===== config.mk =====
export PLATFORM = sky130hd
export DESIGN_NAME = object_placer
export DESIGN_NICKNAME = d
export VERILOG_FILES = /design/src/rtl/object_placer.sv
export SDC_FILE = /design/constraint.sdc
export NUM_CORES = 1
export LEC_CHECK = 0
export ABC_AREA = 1
export CAP_MARGIN = 20
export CORE_ASPECT_RATIO = 1.2
export CORE_MARGIN = 2
export CORE_UTILIZATION = 51
export CTS_CLUSTER_SIZE = 40
export DETAILED_ROUTE_END_ITERATION = 6
export GPL_TIMING_DRIVEN = 0
export PLACE_DENSITY = 0.89
export SLEW_MARGIN = 30
export SYNTH_ARGS = -nofsm -noshare
export SYNTH_HDL_FRONTEND = slang
export SYNTH_SLANG_ARGS = --single-unit

===== constraint.sdc =====
create_clock -name setup_clk -period 1.6 [get_ports setup_clk]
set_input_delay 0.16 -clock setup_clk [delete_from_list [all_inputs] [get_ports setup_clk]]
set_output_delay 0.16 -clock setup_clk [all_outputs]
set_load 0.05 [all_outputs]

===== src/rtl/object_placer.sv =====
// Setup-phase placement sequencer: LFSR candidates, margin filter,
// collision probe and SET/LD commit for each static world object.
module object_placer #(
   parameter int          X_bits    = 10,
   parameter int          Y_bits    = 9,
   parameter int          N_OBJ     = 4,
   parameter int          X_MAX     = 639,
   parameter int          Y_MAX     = 479,
   parameter int          MARGIN    = 16,
   parameter logic [15:0] SEED      = 16'hACE1,
   parameter int          MAX_TRIES = 64,
   parameter int          OS_bits   = (N_OBJ > 1) ? $clog2(N_OBJ) : 1
) (
   input  logic               setup_clk,
   input  logic               RESET,
   input  logic               START,
   input  logic               collision,
   input  logic               LD,
   output logic               SETUP_PHASE,
   output logic               SET,
   output logic [OS_bits-1:0] obj_sel,
   output logic [X_bits-1:0]  out_x,
   output logic [Y_bits-1:0]  out_y,
   output logic [X_bits-1:0]  collide_x,
   output logic [Y_bits-1:0]  collide_y,
   output logic               DONE,
   output logic               FAIL
);

   typedef enum logic [2:0] {
      S_IDLE,
      S_GEN,
      S_PROBE,
      S_CHECK,
      S_COMMIT,
      S_DONE,
      S_FAIL
   } state_t;

   localparam logic [OS_bits-1:0] LAST = OS_bits'(N_OBJ - 1);
   localparam logic [7:0]         TMAX = 8'(MAX_TRIES);

   state_t               state_q, state_d;
   logic [15:0]          lfsr_q, lfsr_d;
   logic [X_bits-1:0]    cand_x_q, cand_x_d;
   logic [Y_bits-1:0]    cand_y_q, cand_y_d;
   logic [OS_bits-1:0]   obj_sel_q, obj_sel_d;
   logic [7:0]           tries_q, tries_d;
   logic                 coll_q, coll_d;

   logic [15:0]          lfsr_nx;
   logic [X_bits-1:0]    nx;
   logic [Y_bits-1:0]    ny;
   logic [7:0]           tries_nx;
   logic                 hit;
   logic                 legal;

   assign lfsr_nx  = {lfsr_q[14:0],
                      lfsr_q[15] ^ lfsr_q[13] ^ lfsr_q[12] ^ lfsr_q[10]};
   assign nx       = lfsr_nx[X_bits-1:0];
   assign ny       = lfsr_nx[15:16-Y_bits];
   assign tries_nx = tries_q + 8'd1;
   assign hit      = (tries_nx >= TMAX);

   // Signed int compares keep an empty range (MARGIN too big) empty.
   assign legal = (int'(nx) >= MARGIN) && (int'(nx) <= X_MAX - MARGIN) &&
                  (int'(ny) >= MARGIN) && (int'(ny) <= Y_MAX - MARGIN);

   always_ff @(posedge setup_clk or posedge RESET) begin
      if (RESET) begin
         state_q   <= S_IDLE;
         lfsr_q    <= SEED;
         cand_x_q  <= '0;
         cand_y_q  <= '0;
         obj_sel_q <= '0;
         tries_q   <= '0;
         coll_q    <= 1'b0;
      end else begin
         state_q   <= state_d;
         lfsr_q    <= lfsr_d;
         cand_x_q  <= cand_x_d;
         cand_y_q  <= cand_y_d;
         obj_sel_q <= obj_sel_d;
         tries_q   <= tries_d;
         coll_q    <= coll_d;
      end
   end

   always_comb begin
      state_d   = state_q;
      lfsr_d    = lfsr_q;
      cand_x_d  = cand_x_q;
      cand_y_d  = cand_y_q;
      obj_sel_d = obj_sel_q;
      tries_d   = tries_q;
      coll_d    = coll_q;
      unique case (state_q)
         S_IDLE, S_DONE, S_FAIL: begin
            if (START) begin
               state_d   = S_GEN;
               obj_sel_d = '0;
               tries_d   = '0;
            end
         end
         S_GEN: begin
            lfsr_d   = lfsr_nx;
            cand_x_d = nx;
            cand_y_d = ny;
            if (legal) begin
               state_d = S_PROBE;
            end else begin
               tries_d = hit ? TMAX : tries_nx;
               state_d = hit ? S_FAIL : S_GEN;
            end
         end
         S_PROBE: begin
            coll_d  = collision;
            state_d = S_CHECK;
         end
         S_CHECK: begin
            if (coll_q) begin
               tries_d = hit ? TMAX : tries_nx;
               state_d = hit ? S_FAIL : S_GEN;
            end else begin
               state_d = S_COMMIT;
            end
         end
         S_COMMIT: begin
            if (LD) begin
               if (obj_sel_q == LAST) begin
                  state_d = S_DONE;
               end else begin
                  obj_sel_d = obj_sel_q + OS_bits'(1);
                  tries_d   = '0;
                  state_d   = S_GEN;
               end
            end
         end
         default: state_d = S_IDLE;
      endcase
   end

   assign SET         = (state_q == S_COMMIT);
   assign SETUP_PHASE = (state_q == S_GEN) || (state_q == S_PROBE) ||
                        (state_q == S_CHECK) || (state_q == S_COMMIT);
   assign DONE        = (state_q == S_DONE);
   assign FAIL        = (state_q == S_FAIL);
   assign obj_sel     = obj_sel_q;
   assign out_x       = cand_x_q;
   assign out_y       = cand_y_q;
   assign collide_x   = cand_x_q;
   assign collide_y   = cand_y_q;

endmodule


==> results.json, run 1 <==
{
  "core_sq_um": 4262,
  "rrSetupSlack_ns": 0.05,
  "max_stage_delay_ns": 0.49,
  "via_per_inst": 4.985,
  "ctsRootBufferMaster": "clkbuf_8",
  "setup_ws_ns": 0.02665,
  "cts_max_level": 2,
  "ant_nets": 0,
  "n_antenna_cell": 0,
  "synth_cell_types": 32,
  "required_ns": 1.44,
  "postLayoutCoreUtil_pct": 70.41,
  "dp_hpwl_microns": 3356,
  "grt_pass1_vias": 1918,
  "timing.fmax_mhz": 635.6,
  "syn_avg_cell_area_sq_um": 7.949,
  "hp-class": "input port to async pin",
  "grt_usage_pct": 20.17,
  "worst_slew_pin_slew_ns": 0.7590,
  "path_max_fanout": 7,
  "dr.pass1.iters": 4,
  "clk_latency_ns": 0.30,
  "cts_buffers": 5,
  "fin_crit_ns": 1.573,
  "path_cells": "inv_2 -> nand3_2 -> inv_1 -> clkdlybuf4s15_2",
  "final_common_cell": "nand2_1",
  "synth-edff-count": 0,
  "die_area_sq_um": 4961,
  "cts_tree": "yes",
  "cp_num_buf_inv": 3,
  "critical_path_class": "flip-flop to primary output",
  "start_kind": "flip-flop",
  "holdWs_ns": 0.3143,
  "synth_xor_area_share_pct": 2.725,
  "finalCritPeriodShare_pct": 98.33,
  "die_y_microns": 76.76,
  "fin_skew_ns": 0.01191,
  "power_density_nw_per_um2": 1039,
  "r2r-end": "tries_q[6]",
  "crit_path_end_kind": "primary output",
  "grt_max_degree": 39,
  "yosys_most_used_dff": "dfrtp_1",
  "cap_violations": 0,
  "nets": 358,
  "synth-compound-area-share_pct": 4.894,
  "synth-simple-area-share_pct": 32.26,
  "irDropWorstVdd_uv": 720.8,
  "wl_per_cell_microns": 12.98,
  "pre_cts_slack_ns": -0.3170,
  "layout_common_cells": "nand2_1, buf_4, dlygate4sd2_1",
  "synth-adder-area-share_pct": 1.112,
  "place.gp.congestion": 0.8594,
  "setup_viol": 0,
  "max-slew-margin-rel_pct": 49.32,
  "reg2regPathDepth": 8,
  "overflow": 0,
  "finalWirelength_microns": 5294,
  "syn-cell-area_sq_um": 2250,
  "rsz0062_at_grt": "yes",
  "synthArstFlopShare_pct": 100.0,
  "cts_hold_buf": 0,
  "clkTransAtPathRegs_ns": 0.08,
  "cts.sinks": 38,
  "drc_errors": 0,
  "synth_top_family_by_area": "simple AND/OR/NAND/NOR gates",
  "slew_viol_final": 0,
  "synthMuxAreaShare_pct": 0,
  "start_util_pct": 52.79,
  "cts.path.max_buffers": 2,
  "tns_ns": 0,
  "yosysSeqAreaShare_pct": 42.71,
  "rows": 26,
  "path_delay_family": "buffers and inverters",
  "grt_pass1_wl_microns": 8066,
  "slowest_stage": "dfrtp_2",
  "status": "finished clean",
  "ys_warn_count": 0,
  "syn_inst": 283,
  "vias": 2034,
  "reg2reg_from": "lfsr_q[5]",
  "boundaryPins": 49,
  "area_growth_pct": 33.37,
  "arrival_ns": 1.41,
  "ys_ff_latch": 38,
  "port_buffers": 48,
  "dr.first_iter.drc_count": 90,
  "antenna_found_initial": 0,
  "syn_nets": 290,
  "die_width_microns": 64.63,
  "drive_above_1_share_pct": 32.39,
  "leakage_nw": 1.758,
  "hold_violations": 0
}
## area by class of cell
cell class / count / area, sq um
flip-flops and latches: 38 / 967.2
multi-input cells: 183 / 1002
fillers: 343 / 1261
well taps: 56 / 70.07
clock inverters: 1 / 5.005
inverters: 28 / 115.1
repair buffers: 60 / 494.2
plain buffers: 35 / 260.3
clock buffers: 7 / 86.33
## worst reg2reg max path, stage by stage (launching register included)
cell and delay [ns]:
dfstp_2 0.57, nor2_1 0.05, nand3_1 0.11, nand4_1 0.14, or2_1 0.27, buf_6 0.15
nand2_8 0.09, nand2_1 0.06, nand2_1 0.06
## cell usage after synthesis, types with 4 or more instances
master	instances	share of area, %
o21ai_0	8	1.8
inv_1	23	3.8
o21ai_1	5	1.1
nand4_1	4	1.1
nor2_1	17	2.8
xor2_1	4	1.6
dfstp_2	8	9.3
nand2_1	97	16
dfrtp_1	30	33
buf_4	30	10
nand2_4	4	2.0
nand3_1	19	4.2
## how the worst max path moves through the flow
stage | slack [ns] | from | endpoint | cells past startpoint
2_1_floorplan | 0.06 | state_q[0] | tries_q[2] | 11
3_3_place_gp | -0.32 | state_q[2] | SETUP_PHASE | 6
3_5_place_dp | -0.32 | state_q[2] | SETUP_PHASE | 6
4_1_cts | -0.01 | tries_q[1] | tries_q[5] | 9
5_1_grt | -0.08 | tries_q[1] | tries_q[3] | 12
6_report | 0.03 | state_q[1] | DONE | 4
## state kept, by name, summed over array words and instances (netlist names)
signal	flops
tries_q	8
collide_x	4
coll_q	1
collide_y	4
obj_sel	2
state_q	3
lfsr_q	16
## repair_timing
item,in CTS,in global routing
pin swaps,0,12
endpoints found under the setup margin,47,21
buffers inserted,0,12
resized for setup,68,34
cloned,0,1
## routing by layer
layer | vias up | global-route usage (%) | part of all wire, %
met5 | - | 0 | 0
met4 | 0 | 6.596 | 1.4
met3 | 9 | 4.252 | 4.7
met2 | 71 | 38.65 | 56
met1 | 964 | 21.37 | 38
li1 | 990 | - | -
## metrics by stage
stage | cell area [sq um] | power, mW | std cells
after floorplan | 2250 | 1.873 | 283
after global placement | 2800 | 2.062 | 387
after detailed placement | 2800 | 2.085 | 387
after CTS | 2856 | 2.767 | 395
after global routing | 3000 | 3.289 | 408
final | 3000 | 3.118 | 408
## where the power goes
part	internal, mW	switching, mW
clock network	0.348	0.337
logic	0.514	0.808
registers	1.04	0.0764
total	1.90	1.22
## cell families (layout without fill, tap and decap cells)
logic type               count (synthesis)  in the layout
AO/OA/AOI/OAI                           18             18
XOR/XNOR                                 7              7
adder cells (fa/ha/maj)                  2              2
buffers and inverters                   63            131
flip-flops                              38             38
AND/OR/NAND/NOR                        155            156
No activity file was read; power rests on OpenSTA's default activity.
==> inputs of run 2 (changes only) <==
--- a/config.mk
+++ b/config.mk
@@ -14,6 +14,7 @@
 export DETAILED_ROUTE_END_ITERATION = 6
 export GPL_TIMING_DRIVEN = 0
 export PLACE_DENSITY = 0.89
+export SKIP_CTS_REPAIR_TIMING = 1
 export SLEW_MARGIN = 30
 export SYNTH_ARGS = -nofsm -noshare
 export SYNTH_HDL_FRONTEND = slang
==> results.json, run 2 (synthesis results as in run 1) <==
{
  "wl_per_cell_microns": 13.30,
  "place.gp.congestion": 0.8594,
  "grt_max_degree": 39,
  "power_density_nw_per_um2": 977.4,
  "max_stage_delay_ns": 0.48,
  "leakage_nw": 2.357,
  "path_cells": "inv_4 -> nand3_4 -> nand2_4 -> inv_6 -> nand3_1 -> clkbuf_2",
  "largest_register": "lfsr_q",
  "largest_reg_flops": 16,
  "die_y_microns": 76.76,
  "crit_path_end_kind": "primary output",
  "grt_usage_pct": 19.95,
  "total_power_mw": 3.129,
  "postLayoutCoreUtil_pct": 75.13,
  "tns_ns": -0.7899,
  "timing.fmax_mhz": 582.9,
  "finalWirelength_microns": 5439,
  "start_kind": "flip-flop",
  "placed_cell_area_sq_um": 2800,
  "drc_errors": 0,
  "fin_crit_ns": 1.715,
  "dr.first_iter.drc_count": 126,
  "port_buffers": 48,
  "irDropWorstVdd_uv": 848.3,
  "final_common_cell": "nand2_1",
  "vias": 2053,
  "dp_hpwl_microns": 3356,
  "ctsRootBufferMaster": "clkbuf_8",
  "dr.pass1.iters": 4,
  "fin_skew_ns": 0.006032,
  "core_sq_um": 4262,
  "path_max_fanout": 8,
  "max-slew-margin-rel_pct": 49.66,
  "status": "finished with violations",
  "boundaryPins": 49,
  "ant_nets": 0,
  "slew_viol_final": 0,
  "n_fill_cell": 281,
  "cts_tree": "yes",
  "via_per_inst": 5.020,
  "cts.sinks": 38,
  "die_width_microns": 64.63,
  "overflow": 0,
  "hp-class": "input port to async pin",
  "clk_latency_ns": 0.30,
  "setup_viol": 10,
  "required_ns": 1.44,
  "hold_violations": 0,
  "nets": 359,
  "cts_buffers": 5,
  "arrival_ns": 1.56,
  "finalCritPeriodShare_pct": 107.2,
  "rows": 26,
  "rsz0062_at_grt": "yes",
  "critical_path_class": "flip-flop to primary output",
  "cts.path.max_buffers": 2,
  "area_growth_pct": 42.32,
  "cts_max_level": 2,
  "layout_common_cells": "nand2_1, dlymetal6s2s_1, buf_4",
  "grt_pass1_wl_microns": 7997,
  "violations": "negative setup slack",
  "top_regs": "lfsr_q: 16 flops, tries_q: 8 flops",
  "worst_slew_pin_slew_ns": 0.7539,
  "cap_violations": 0,
  "antenna_found_initial": 0,
  "drive_above_1_share_pct": 30.03,
  "start_util_pct": 52.79,
  "setup_ws_ns": -0.1155,
  "n_antenna_cell": 0,
  "fin_area_sq_um": 3202,
  "die_area_sq_um": 4961,
  "grt_pass1_vias": 1889,
  "clkTransAtPathRegs_ns": 0.07,
  "slowest_stage": "dfrtp_2"
}
run 2: final cells by class:
class | instances | area [sq um] | area share [%]
clock inverters | 1 | 5.005 | 0.1563
multi-input cells | 183 | 1005 | 31.38
plain buffers | 35 | 260.3 | 8.128
flip-flops and latches | 38 | 967.2 | 30.21
clock buffers | 7 | 86.33 | 2.696
well taps | 56 | 70.07 | 2.188
repair buffers | 61 | 688.2 | 21.49
inverters | 28 | 120.1 | 3.751
run 2: worst max-delay path: cells and delay by family (launching register included):
family	cells	cell delay, ns
buffers and inverters	3	0.45
DFF	1	0.48
and+or+nand+nor	3	0.33
run 2: routing by layer:
layer | wire, microns | GRT usage [%]
met2 | 3046 | 38.02
met1 | 2047 | 21.37
met3 | 194 | 4.252
met4 | 151 | 6.383
met5 | 0 | 0
run 2: power by group:
part           leakage [nW]  switching [mW]  internal [mW]  total, mW
Combinational          1.82           0.808          0.523       1.33
Clock                0.0482           0.333          0.347      0.680
Sequential            0.485          0.0822           1.04       1.12
run 2: metrics by stage:
stage	setup slack [ns]	hold slack, ns	instances
final	-0.1155	0.3173	409
after global routing	-0.2053	0.3729	409
after CTS	-0.6438	0.3527	395
after detailed placement	-0.3170	0.4754	387
after global placement	-0.3181	0.4618	387
after floorplan	0.06288	0.3186	283
run 2: path summary, 6_finish.rpt:
| path | startpoint | to | slack (ns) | depth (start not counted) |
|---|---|---|---|---|
| min | RESET | tries_q[3] | 0.32 | 2 |
| min reg2reg | lfsr_q[15] | lfsr_q[15] | 0.49 | 2 |
| min in group setup_clk | collision | coll_q | 0.44 | 3 |
| max in group asynchronous | RESET | state_q[2] | 0.75 | 2 |
| max reg2reg | state_q[1] | tries_q[3] | -0.09 | 11 |
| max | state_q[2] | SETUP_PHASE | -0.12 | 6 |
